**src/rtl/iter_muldiv.sv**
```systemverilog
// iter_muldiv: iterative 32-bit MULTU/MULT/DIVU/DIV unit, one shift-add or restoring-subtract step per cycle.
// Define MULDIV_EARLY_OUT_EN to skip the iteration phase when either operand is zero.
module iter_muldiv #(
    parameter int N = 32
) (
    input  logic         clk_i,
    input  logic         reset_i,
    input  logic         start_i,
    input  logic [1:0]   op_i,
    input  logic [N-1:0] a_i,
    input  logic [N-1:0] b_i,
    output logic         busy_o,
    output logic         done_o,
    output logic [N-1:0] hi_o,
    output logic [N-1:0] lo_o,
    output logic         div_by_zero_o
);
    localparam logic [1:0] IDLE = 2'd0, RUN = 2'd1, FIX = 2'd2, DONE = 2'd3;
    localparam int CW = $clog2(N) + 1;
    logic [1:0]     state_q, state_d, op_q, op_d;
    logic [CW-1:0]  cnt_q, cnt_d;
    logic [N-1:0]   a_q, a_d, bm_q, bm_d, sr_q, sr_d, hi_q, hi_d, lo_q, lo_d;
    logic [2*N-1:0] acc_q, acc_d, prod;
    logic           neg_q, neg_d, rneg_q, rneg_d, zb_q, zb_d, dz_q, dz_d;
    logic           accept, sa, sb, borrow;
    logic [N-1:0]   amag, bmag, q, r;
    logic [N:0]     msum, dsh;
    logic [N+1:0]   ddiff;
    always_comb begin
        sa = op_i[0] & a_i[N-1];
        sb = op_i[0] & b_i[N-1];
        amag = sa ? -a_i : a_i;
        bmag = sb ? -b_i : b_i;
        accept = start_i && (state_q == IDLE || state_q == DONE);
        msum = {1'b0, acc_q[2*N-1:N]} + {1'b0, sr_q[0] ? bm_q : '0};
        dsh = {acc_q[N-1:0], sr_q[N-1]};
        ddiff = {1'b0, dsh} - {2'b0, bm_q};
        borrow = ddiff[N+1];
        prod = neg_q ? -acc_q : acc_q;
        q = neg_q ? -sr_q : sr_q;
        r = rneg_q ? -acc_q[N-1:0] : acc_q[N-1:0];
        state_d = state_q;
        cnt_d = cnt_q;
        op_d = op_q;
        a_d = a_q;
        bm_d = bm_q;
        sr_d = sr_q;
        acc_d = acc_q;
        neg_d = neg_q;
        rneg_d = rneg_q;
        zb_d = zb_q;
        hi_d = hi_q;
        lo_d = lo_q;
        dz_d = dz_q;
        if (accept) begin
            op_d = op_i;
            a_d = a_i;
            cnt_d = '0;
            acc_d = '0;
            neg_d = sa ^ sb;
            rneg_d = sa;
            zb_d = op_i[1] && b_i == '0;
            // Divide shifts the dividend through sr; multiply shifts the multiplier.
            bm_d = op_i[1] ? bmag : amag;
            sr_d = op_i[1] ? amag : bmag;
`ifdef MULDIV_EARLY_OUT_EN
            state_d = (a_i == '0 || b_i == '0) ? FIX : RUN;
`else
            state_d = RUN;
`endif
        end else if (state_q == RUN) begin
            cnt_d = cnt_q + 1'b1;
            acc_d = op_q[1] ? {{(N-1){1'b0}}, borrow ? dsh : ddiff[N:0]} : {msum, acc_q[N-1:1]};
            sr_d = op_q[1] ? {sr_q[N-2:0], ~borrow} : sr_q >> 1;
            state_d = cnt_q == CW'(N - 1) ? FIX : RUN;
        end else if (state_q == FIX) begin
            hi_d = op_q[1] ? (zb_q ? a_q : r) : prod[2*N-1:N];
            lo_d = op_q[1] ? (zb_q ? '1 : q) : prod[N-1:0];
            dz_d = zb_q;
            state_d = DONE;
        end else if (state_q == DONE) begin
            state_d = IDLE;
        end
    end
    always_ff @(posedge clk_i or posedge reset_i) begin
        if (reset_i) begin
            state_q <= IDLE;
            cnt_q <= '0;
            op_q <= '0;
            a_q <= '0;
            bm_q <= '0;
            sr_q <= '0;
            acc_q <= '0;
            neg_q <= 1'b0;
            rneg_q <= 1'b0;
            zb_q <= 1'b0;
            hi_q <= '0;
            lo_q <= '0;
            dz_q <= 1'b0;
        end else begin
            state_q <= state_d;
            cnt_q <= cnt_d;
            op_q <= op_d;
            a_q <= a_d;
            bm_q <= bm_d;
            sr_q <= sr_d;
            acc_q <= acc_d;
            neg_q <= neg_d;
            rneg_q <= rneg_d;
            zb_q <= zb_d;
            hi_q <= hi_d;
            lo_q <= lo_d;
            dz_q <= dz_d;
        end
    end
    assign busy_o = state_q == RUN || state_q == FIX;
    assign done_o = state_q == DONE;
    assign hi_o = hi_q;
    assign lo_o = lo_q;
    assign div_by_zero_o = dz_q;
endmodule

```
**config.mk**
```make
export PLATFORM = sky130hd
export DESIGN_NAME = iter_muldiv
export DESIGN_NICKNAME = d
export VERILOG_FILES = /design/src/rtl/iter_muldiv.sv
export SDC_FILE = /design/constraint.sdc
export NUM_CORES = 1
export LEC_CHECK = 0
export CORE_MARGIN = 2
export CORE_UTILIZATION = 39
export CTS_CLUSTER_DIAMETER = 50
export DETAILED_ROUTE_END_ITERATION = 8
export DONT_BUFFER_PORTS = 1
export GPL_TIMING_DRIVEN = 0
export PLACE_DENSITY = 0.64
export SYNTH_ARGS = -nofsm -noshare
export SYNTH_HDL_FRONTEND = slang
export SYNTH_SLANG_ARGS = --single-unit
```
**constraint.sdc**
```tcl
create_clock -name clk_i -period 15 [get_ports clk_i]
set_input_delay 3 -clock clk_i [delete_from_list [all_inputs] [get_ports clk_i]]
set_output_delay 3 -clock clk_i [all_outputs]
set_load 0.01 [all_outputs]
```
After elaboration in Yosys (flattened, before gate mapping)
Cells that the tools add are included.

word-level totals
  flip-flop bits (word level) = 238
  bits of input ports = 69

operators by class
  $add $sub $neg = 8
  equal/unequal tests = 4
  muxes and demuxes = 26
  bitwise logic cells = 6
  reductions and logical operators = 9

operators with widths
  operator                                              count
  two-way mux 32 bit                                    14
  two-way mux 64 bit                                    4
  negator 32 bit                                        4
  negator 64 bit                                        1
  subtractor 33 x 32 -> 34 bit                          1
  adder 32 x 32 -> 33 bit                               1
  two-way mux 33 bit                                    1
  zero test 32 bit                                      1
  two-way mux 6 bit                                     2
  two-way mux 2 bit                                     5
  adder 6 x 1 -> 6 bit (second input constant)          1
  equality test 6 x 5 -> 1 bit (second input constant)  1
  equality test 2 bit (second input constant)           2
  nonzero test 4 bit                                    1
  inverter 1 bit                                        3
  AND reduction 3 bit                                   1
  AND 1 bit                                             2
  equality test 2 x 1 -> 1 bit (second input constant)  1
  logical AND 1 bit                                     2
  zero test 2 bit                                       1
  logical OR 1 bit                                      2
  nonzero test 2 bit                                    1
  XOR 1 bit                                             1

Logic depth before layout (Yosys ltp)
  depth in word-level cells = 5
  gate-level depth with buffers = 15
  depth with buffers taken out = 14

Least setup slack after synthesis
No wires, ideal clock.

  path type = input-to-reg
  start = input port a_i[10]
  end = register bm_q[29]
  data arrival time = 5.509 ns
  slack = 9.361 ns
  stages on the path = 10
  path buffers = 0
  cell sequence = or4_1 > or3_1 > or3_1 > nand2b_1 > nand2b_1 > or2_2 > o41ai_1 > xnor2_1 > o211ai_1 > o21ai_0

between the ends
  longest elaborated chain between the ends = 3

RTL lines
  item                  RTL line  source
  start, declared       10        input logic [N-1:0] a_i,
  negator 32 bit        32        amag = sa ? -a_i : a_i;
  two-way mux 32 bit    32
  two-way mux 32 bit    64        bm_d = op_i[1] ? bmag : amag;
  end signal, assigned  105       bm_q <= bm_d;
  end, declared         22        logic [N-1:0] a_q, a_d, bm_q, bm_d, sr_q, sr_d, hi_q, hi_d, lo_q, lo_d;

No other way between the ends.
A chain may end at the register's enable or synchronous reset.

Worst setup path in the final report
  start = input port b_i[4]
  end = register sr_q[21]

between the ends
  longest elaborated chain between the ends = 4

RTL lines
  item                  RTL line  source
  start, declared       11        input logic [N-1:0] b_i,
  negator 32 bit        33        bmag = sb ? -b_i : b_i;
  two-way mux 32 bit    33
  two-way mux 32 bit    65        sr_d = op_i[1] ? amag : bmag;
  two-way mux 32 bit    55        if (accept) begin
  end signal, assigned  106       sr_q <= sr_d;
  end, declared         22

No other way between the ends.

==> reports/qor.yml <==
ios: 136
worstSetupPathType: "input port to register"
numCtsBuffers: 38
clock_skew_ns: 0.0320
rows: 79
avgViaCountPerCell: 6.23
dp.cells: 2923
slew_violations: 0
pwr-share-seq_pct: 23.6
dieArea_sq_um: 49300
core_sq_um: 46800
track_usage_pct: 33.2
setup_viol: 0
nets: 2499
muxShareOfSynthArea_pct: 4.57
synth_top_area_share_pct: 32.0
cts_max_level: 2
syn_area_sq_um: 18600
drc_errors: 0
worstPathArrival_ns: 6.31
switching_power_mw: 2.92
seq_area_frac_synth_pct: 32.0
grt_setup_unrepaired: "no"
cts.clk_slew.worst_paths_ns: 0.06
diodes: 0
grt_pass1_wl_microns: 120000
die_h_microns: 222
setup_tns_ns: 0
pwr-share-clk_pct: 15.9
fill_cells: 4694
synth_fp_nets: 2457
period_share_pct: 39.3
powerDensity_nw_per_um2: 267
hpwlAfterDp_microns: 65800
ys.flop_type: "dfrtp_1"
synth_compound_area_share_pct: 24.2
cap_violations: 0
ys_warn_count: 0
fmax_mhz: 170
worst_pin_slew_ns: 1.11
ir_drop_mv: 0.115
post_cts_buffers: 0
portBuffers: 0
yosysUniqueCellTypes: 74
ys_ff_latch: 237
cts_tree: "built"
drt_wl_total_microns: 83300
initial_core_util_pct: 39.7
worst_ep_required_time_ns: 15.42
status: "finished, final reports clean"
antenna_found_initial: 1
syn_inst: 2314
die_x_microns: 222
switching_share_pct: 53.0
regToRegStartpoint: "bm_q[16]$_DFFE_PP0P_"
synth_edf_count: 0
cts_resized: 0
layout-area-overhead-vs-synth_pct: 11.1
cp_max_fo: 7
hold_violations: 0
hold_class: "register to register"
drtIter0Drc: 2002
syn_avg_cell_area_sq_um: 8.02
yosysTopAreaCell: "dfrtp_1"
power_frac_comb_pct: 60.4
p_leak_nw: 8.56
synthArstFlopShare_pct: 100
clk_latency_ns: 0.57
crit_path_start_kind: "input port"
cts_sinks: 237
grt_max_degree: 84
cts_hold_buffers: 0
gr-total-overflow: 0
fin_util_pct: 44.1
final_layout_size_suffix_gt1_share_pct: 4.91
synth_fa_ha_area_share_pct: 5.07
instances_no_fill: 2989
ys_top_cells_by_area: "dfrtp_1, nand2_1, xnor2_1"
root_buffer: "clkbuf_16"
max_slew_margin_pct: 26.0
synth_xor_area_share_pct: 11.0
crit_start: "b_i[4]"
vias: 18627
dr.pass1.iters: 7
layout_min_cycle_time_ns: 5.89
synth_top_family_by_area: "compound AO/OA/AOI/OAI gates"
postRouteAntennaNets: 0
p_int_mw: 2.59
cts_buffer_depth: 3
synth-simple-area-share_pct: 17.4
hp-start: "bm_q[15]$_DFFE_PP0P_"
worstSetupEndpointType: "register"
gp_congestion: 1.04
wl_per_cell_microns: 27.9
grt_pass1_vias: 18080
placed cells by master (no fill, tap or decap), types with 6 or more instances in the layout:
cell       synthesis  layout
or4_1             19      19
xor2_1            96      96
inv_6              0       6
or3_1             25      25
o21a_1             8       8
nand2_1          342     342
a22o_1             6       6
o41ai_1           14      14
o22ai_1           10      10
o221ai_1          28      28
xnor2_1          138     138
nand3_1           28      28
a21o_1            42      42
nor4_1            12      12
nor2_1           157     157
nor2b_1            9       9
and3_1             6       6
ha_1              72      72
dfrtp_1          237     237
a31oi_1           17      17
clkbuf_16          0      39
mux2i_1           70      70
buf_2              7       7
o211a_1            7       7
and2_1            11      11
buf_1             24      24
nor3_1            25      25
a211oi_1          16      16
or2_2              7       7
a21oi_1          138     138
inv_1            105     104
clkbuf_1         127     132
nand2b_1          33      33
mux2_2            13      13
o21ai_0          236     236
o211ai_1          74      74
nand4_1           13      13
o31ai_1           54      54
critical path, cell delays in order:
cell,delay [ns]
nor4_1,0.55
nand2_1,0.14
nor4_1,0.65
nand2_1,0.20
nor3_1,0.72
a21oi_1,0.19
xnor2_1,0.33
nor2_1,0.07
a21oi_1,0.32
o21ai_0,0.13
power by group through the flow:
stage               logic, mW  registers (mW)  clock network [mW]
floorplan                2.20            1.15                   0
global placement         3.17            1.29                   0
detailed placement       3.20            1.29                   0
CTS                      3.22            1.29               0.887
global route             3.55            1.32               0.911
finish                   3.33            1.30               0.879
metrics by stage:
| step | instance area, sq um | total power, mW | hold slack [ns] | setup WS (ns) |
|---|---|---|---|---|
| floorplan | 18600 | 3.36 | 0.445 | 5.50 |
| global placement | 19300 | 4.46 | 0.466 | 2.68 |
| detailed placement | 19400 | 4.50 | 0.473 | 8.57 |
| CTS | 20600 | 5.40 | 0.491 | 9.16 |
| global route | 20600 | 5.79 | 0.525 | 8.83 |
| finish | 20600 | 5.51 | 0.488 | 9.11 |
state kept, by name, indices dropped and copies added (netlist names):
register	count
zb_q	1
hi_o	32
acc_q	64
cnt_q	6
a_q	32
lo_o	32
div_by_zero_o	1
state_q	2
bm_q	32
sr_q	32
rneg_q	1
op_q	1
neg_q	1
per-layer routing:
metal	up-vias	GRT usage, %	part of all wire, %	wire length (microns)
met5	-	0	0	0
met4	0	18.8	6.2	5140
met3	216	8.96	10	8530
met2	1008	50.2	43	35800
met1	9113	42.7	41	33800
li1	8290	-	-	-
final timing paths:
kind | cells after the start | slack [ns] | endpoint
min in group asynchronous | 1 | 2.35 | cnt_q[3]$_DFFE_PP0P_
setup reg to reg | 14 | 9.86 | acc_q[21]$_DFFE_PP0P_
hold reg to reg | 2 | 0.49 | bm_q[15]$_DFFE_PP0P_
hold / removal | 2 | 0.49 | bm_q[15]$_DFFE_PP0P_
setup / recovery | 10 | 9.11 | sr_q[21]$_DFFE_PP0P_
max in group asynchronous | 2 | 11.81 | a_q[4]$_DFFE_PP0P_
cell type report:
| class | count | area, sq um | share of cell area [%] |
|---|---|---|---|
| buffer | 165 | 667 | 3.24 |
| clock buffer | 47 | 1040 | 5.03 |
| clock inverter | 19 | 203 | 0.983 |
| inverter | 106 | 405 | 1.97 |
| multi-input combinational | 1806 | 11600 | 56.1 |
| sequential | 237 | 5930 | 28.8 |
| tap | 607 | 759 | 3.68 |
| timing repair buffer | 2 | 55.1 | 0.267 |
cells by family after synthesis:
logic type | count (synthesis)
xor+xnor | 234
compound gates | 704
fa+ha+maj | 74
flops | 237
buf+inv | 271
mux | 83
simple gates | 711
cell usage after synthesis, drive strengths merged, types with 5 or more instances:
cell type	n
o31ai	57
a21oi	138
nor4	12
o221ai	28
xor2	96
or3	25
buf	37
nor2b	9
and2	11
dfrtp	237
a211o	5
xnor2	138
clkbuf	128
a211oi	16
nand2b	34
o41ai	16
and3	6
o22ai	10
nand4	13
mux2i	70
nor3	26
a31o	5
or2	8
or4	24
nor2	157
nand2	342
a221o	5
a22o	6
o21a	8
ha	72
a31oi	17
o211ai	74
mux2	13
nand3	28
o21ai	241
o211a	7
a21o	42
inv	105
Note: power is estimated with default switching activity, not from simulation.
